File: src/rtl/fetch_control.sv
// Fetch sequencing: imem req/gnt, IF clock enable, PC select and redirects.
// Redirects seen while memory is busy are held until the fetch completes.
package riscv_definitions;
    typedef enum logic [1:0] {
        PC_PLUS4 = 2'd0,
        JUMP     = 2'd1,
        TRAP     = 2'd2
    } nextPCType_e;
endpackage

module fetch_control
    import riscv_definitions::*;
#(
    parameter int unsigned DATA_WIDTH   = 32,
    parameter int unsigned FLUSH_CYCLES = 2
) (
    input  logic                  clk,
    input  logic                  rst_n,
    input  logic                  stall_req,
    input  logic                  ex_jump,
    input  logic [DATA_WIDTH-1:0] ex_jump_addr,
    input  logic                  trap_req,
    input  logic [DATA_WIDTH-1:0] trap_addr,
    output logic                  imem_req,
    input  logic                  imem_gnt,
    output logic                  if_clk_en,
    output nextPCType_e           pc_sel,
    output logic [DATA_WIDTH-1:0] redir_addr,
    output logic                  flush_id
);

    typedef enum logic {
        BOOT = 1'b0,
        RUN  = 1'b1
    } state_e;

    localparam logic [1:0] FLUSH_LD = 2'(FLUSH_CYCLES);

    state_e                state_q, state_d;
    logic                  pend_valid_q, pend_valid_d;
    logic                  pend_trap_q, pend_trap_d;
    logic [DATA_WIDTH-1:0] pend_addr_q, pend_addr_d;
    logic [1:0]            flush_cnt_q, flush_cnt_d;

    logic                  trap_new;
    logic                  jump_new;
    logic                  cand_valid;
    logic                  cand_trap;
    logic [DATA_WIDTH-1:0] cand_addr;

    always_ff @(posedge clk or negedge rst_n) begin
        if (!rst_n) begin
            state_q      <= BOOT;
            pend_valid_q <= 1'b0;
            pend_trap_q  <= 1'b0;
            pend_addr_q  <= '0;
            flush_cnt_q  <= 2'd0;
        end else begin
            state_q      <= state_d;
            pend_valid_q <= pend_valid_d;
            pend_trap_q  <= pend_trap_d;
            pend_addr_q  <= pend_addr_d;
            flush_cnt_q  <= flush_cnt_d;
        end
    end

    always_comb begin
        state_d      = state_q;
        pend_valid_d = pend_valid_q;
        pend_trap_d  = pend_trap_q;
        pend_addr_d  = pend_addr_q;
        flush_cnt_d  = (flush_cnt_q != 2'd0) ? flush_cnt_q - 2'd1 : 2'd0;
        imem_req     = 1'b0;
        if_clk_en    = 1'b0;
        pc_sel       = PC_PLUS4;
        redir_addr   = '0;
        flush_id     = 1'b0;
        trap_new     = 1'b0;
        jump_new     = 1'b0;
        cand_valid   = 1'b0;
        cand_trap    = 1'b0;
        cand_addr    = ex_jump_addr;

        unique case (state_q)
            BOOT: begin
                state_d = RUN;
            end
            RUN: begin
                imem_req = 1'b1;
                // A pending trap is never displaced; a pending jump blocks jumps.
                trap_new = trap_req && !(pend_valid_q && pend_trap_q);
                jump_new = ex_jump && !trap_req && !pend_valid_q;

                if (trap_new) begin
                    cand_valid = 1'b1;
                    cand_trap  = 1'b1;
                    cand_addr  = trap_addr;
                end else if (pend_valid_q) begin
                    cand_valid = 1'b1;
                    cand_trap  = pend_trap_q;
                    cand_addr  = pend_addr_q;
                end else if (jump_new) begin
                    cand_valid = 1'b1;
                    cand_addr  = ex_jump_addr;
                end

                redir_addr = cand_addr;
                flush_id   = trap_new || jump_new || pend_valid_q
                          || (flush_cnt_q != 2'd0);

                if (imem_gnt) begin
                    if (cand_valid) begin
                        if_clk_en    = 1'b1;
                        pc_sel       = cand_trap ? TRAP : JUMP;
                        pend_valid_d = 1'b0;
                        flush_cnt_d  = FLUSH_LD;
                    end else begin
                        if_clk_en = !stall_req;
                    end
                end else if (cand_valid) begin
                    pend_valid_d = 1'b1;
                    pend_trap_d  = cand_trap;
                    pend_addr_d  = cand_addr;
                end
            end
        endcase
    end

endmodule

File: config.mk
export PLATFORM = sky130hd
export DESIGN_NAME = fetch_control
export DESIGN_NICKNAME = d
export VERILOG_FILES = /design/src/rtl/fetch_control.sv
export SDC_FILE = /design/constraint.sdc
export NUM_CORES = 1
export LEC_CHECK = 0
export ABC_AREA = 1
export BUFFER_PORTS_ARGS = -buffer_cell sky130_fd_sc_hd__buf_4
export CAP_MARGIN = 20
export CORE_AREA = 2 2 77 93
export DETAILED_ROUTE_END_ITERATION = 6
export DIE_AREA = 0 0 79 95
export PLACE_DENSITY = 0.65
export SLEW_MARGIN = 25
export SYNTH_ARGS = -nofsm -noshare
export SYNTH_HDL_FRONTEND = slang
export SYNTH_SLANG_ARGS = --single-unit
File: constraint.sdc
create_clock -name clk -period 3.3 [get_ports clk]
set_clock_uncertainty 0.05 [all_clocks]
set_input_delay 0.66 -clock clk [delete_from_list [all_inputs] [get_ports clk]]
set_output_delay 0.66 -clock clk [all_outputs]
set_load 0.02 [all_outputs]
==> flow_summary.yaml <==
run_status:
  status: "completed"
cts:
  cts_hold_buf: 0
  cts_setup_buffers: 0
  insertion_delay_ns: 0.28
  clk_pin_slew_ns: 0.07
  htree_levels: 2
  cts_sinks: 37
  root_buffer: "clkbuf_8"
  numCtsBuffers: 5
  ctsResizeCount: 0
  clock_path_buffers: 2
  cts_tree: "done"
power:
  power_switching_share: 0.357
  ir_worst_vdd_uv: 190
  pwr-share-comb: 0.369
  fin_total_pwr_w: 0.00137
  power_density_nw_per_um2: 403
  seqPwrFrac: 0.424
  p_int_w: 0.000879
  power_frac_clock: 0.208
  leakagePower_nw: 2.03
  p_switching_w: 0.000488
placed_design:
  io_buffers: 106
  dp_hpwl_um: 4680
  gp_routability_congestion: 0.728
  place_ws_ns: 0.571
cells_and_area:
  drive_gt1_frac: 0.247
  area_growth_pct: 31.5
  antenna_cells: 0
  final_nets: 573
  fin_util: 0.507
  nFillCells: 737
setup_path:
  cp_max_fo: 34
  cp_cell_sequence: "nand2_4 > nand2_2 > nand2_1 > a21oi_1 > buf_4"
  crit_type: "flop to primary output"
  critPathLaunchType: "flop"
  rr_endpoint: "pend_addr_q[0]"
  timing.critical_path.slowest_stage_cell: "nand2_2"
  worst_r2r_path_depth: 6
  cp-end-kind: "primary output"
  r2r_slack_ns: 1.49
  crit_path_max_incr_delay_ns: 0.57
  arrival_ns: 2.09
  cp.required_ns: 2.59
  r2r-start: "pend_valid_q"
routing:
  vias_per_cell: 4.76
  drc_errors: 0
  ant_nets: 0
  drt-pass1-iter-count: 4
  vias: 2801
  wl_per_cell_um: 11.8
  wl_um: 6930
  dr.first_iter.drc_count: 139
logic_synthesis:
  yosysMostFrequentCell: "nand2_1"
  synthTopCellsByArea: "nand2_1, dfrtp_1, nand3_1"
  synth_cell_types: 18
  synth_ff_type: "dfrtp_1"
  netlist_top_cells_count: "nand2_1, dfrtp_1, nand3_1, a21oi_1, buf_2"
  ys_seq_area_frac: 0.359
  synthArstFlopShare: 1.00
  ys_seq_elements: 37
  postSynthAreaPerCell_um2: 6.24
  yosys.area.top_type: "nand2_1"
  synth_area_um2: 2580
  synth_top_area_frac: 0.378
  ys_warn_count: 0
  synth_edf_count: 0
  syn-instance-count: 413
  syn_nets: 483
timing:
  fmax_mhz: 357
  setup_ws_ns: 0.500
  slew_headroom: 0.585
  setup_viol: 0
  fin_crit_sh: 0.849
  finalHoldViolCount: 0
  grt_setup_unrepaired: "no"
  worstMarginPinSlew_ns: 0.620
  fin_hold_ws_ns: 0.281
  tns_ns: 0
  fin_crit_ns: 2.80
  slew_viol_final: 0
hold_path:
  hp-class: "input pin to async pin"
die:
  die_y_um: 95
  core_area_um2: 6690
  chipWidth_um: 79
  initial_utilization: 0.386
  die-area_um2: 7510
  num_rows: 33
  ioPinCount: 107
flow_run:
  maxCapViolations: 0
global_routing:
  grt.total_usage: 0.192
  grt_overflow: 0
  first_global_vias: 2599
  antenna_found_initial: 0
  grt_max_degree: 38
  grt_pass1_wl_um: 11600
-- cell families (layout without fill, tap and decap cells) --
group	count (synthesis)	after routing	share of synthesized area
AO/OA/AOI/OAI	37	37	0.0718
buffers and inverters	34	123	0.0844
flip-flops	37	37	0.359
AND/OR/NAND/NOR	304	304	0.483
other	1	1	0.00145
-- worst max-delay path: cells and delay by family (launching register included) --
family	cells	cell delay (ns)
AND/OR/NAND/NOR	3	0.98
buffers and inverters	1	0.19
flip-flops	1	0.41
AO/OA/AOI/OAI	1	0.23
-- power by group through the flow --
stage | Clock (W) | Combinational [W] | Sequential [W]
6_report | 0.000284 | 0.000504 | 0.000579
5_1_grt | 0.000315 | 0.000574 | 0.000589
4_1_cts | 0.000299 | 0.000511 | 0.000579
3_5_place_dp | 0 | 0.000510 | 0.000586
3_3_place_gp | 0 | 0.000505 | 0.000584
2_1_floorplan | 0 | 0.000345 | 0.000576
-- metal layers --
| metal | GRT usage | wire (µm) |
|---|---|---|
| met1 | 0.254 | 3130 |
| met5 | 0 | 0 |
| met3 | 0.0277 | 347 |
| met2 | 0.336 | 3400 |
| met4 | 0.0388 | 58 |
-- worst max-delay path by stage --
stage / slack, ns / to / cells past startpoint / from
global placement: 0.56 / redir_addr[26] / 5 / trap_req
CTS: 0.50 / redir_addr[26] / 5 / pend_valid_q
finish: 0.50 / redir_addr[26] / 5 / pend_valid_q
detailed placement: 0.57 / redir_addr[26] / 5 / trap_req
global route: 0.37 / redir_addr[10] / 5 / pend_valid_q
floorplan: 1.07 / pc_sel[0] / 5 / trap_req
-- through the flow --
step	instances	instance area [µm²]
3_5_place_dp	583	3320
6_report	589	3390
2_1_floorplan	413	2580
4_1_cts	589	3390
3_3_place_gp	583	3320
5_1_grt	589	3390
-- cell type report --
cell class / instances / area [µm²] / share of cell area
Clock buffer: 5 / 68.8 / 0.0203
Multi-Input combinational cell: 342 / 1440 / 0.423
Tap cell: 87 / 109 / 0.0321
Inverter: 8 / 30.0 / 0.00885
Clock inverter: 1 / 5.00 / 0.00148
Timing Repair Buffer: 109 / 818 / 0.241
Sequential cell: 37 / 926 / 0.273
-- state kept, by name, summed over array words and instances (netlist names) --
register / count
pend_addr_q: 32
pend_valid_q: 1
state_q: 1
flush_cnt_q: 2
pend_trap_q: 1
-- placed cells by master (no fill, tap or decap), types with 2 or more instances in the layout --
master / instances
a21oi_1: 32
clkbuf_8: 5
buf_4: 109
inv_1: 6
inv_2: 2
nand3_1: 33
o21ai_0: 5
nand2_4: 3
dfrtp_1: 37
nand2_1: 260
nor2_1: 3
Note: power is estimated with default switching activity, not from simulation.
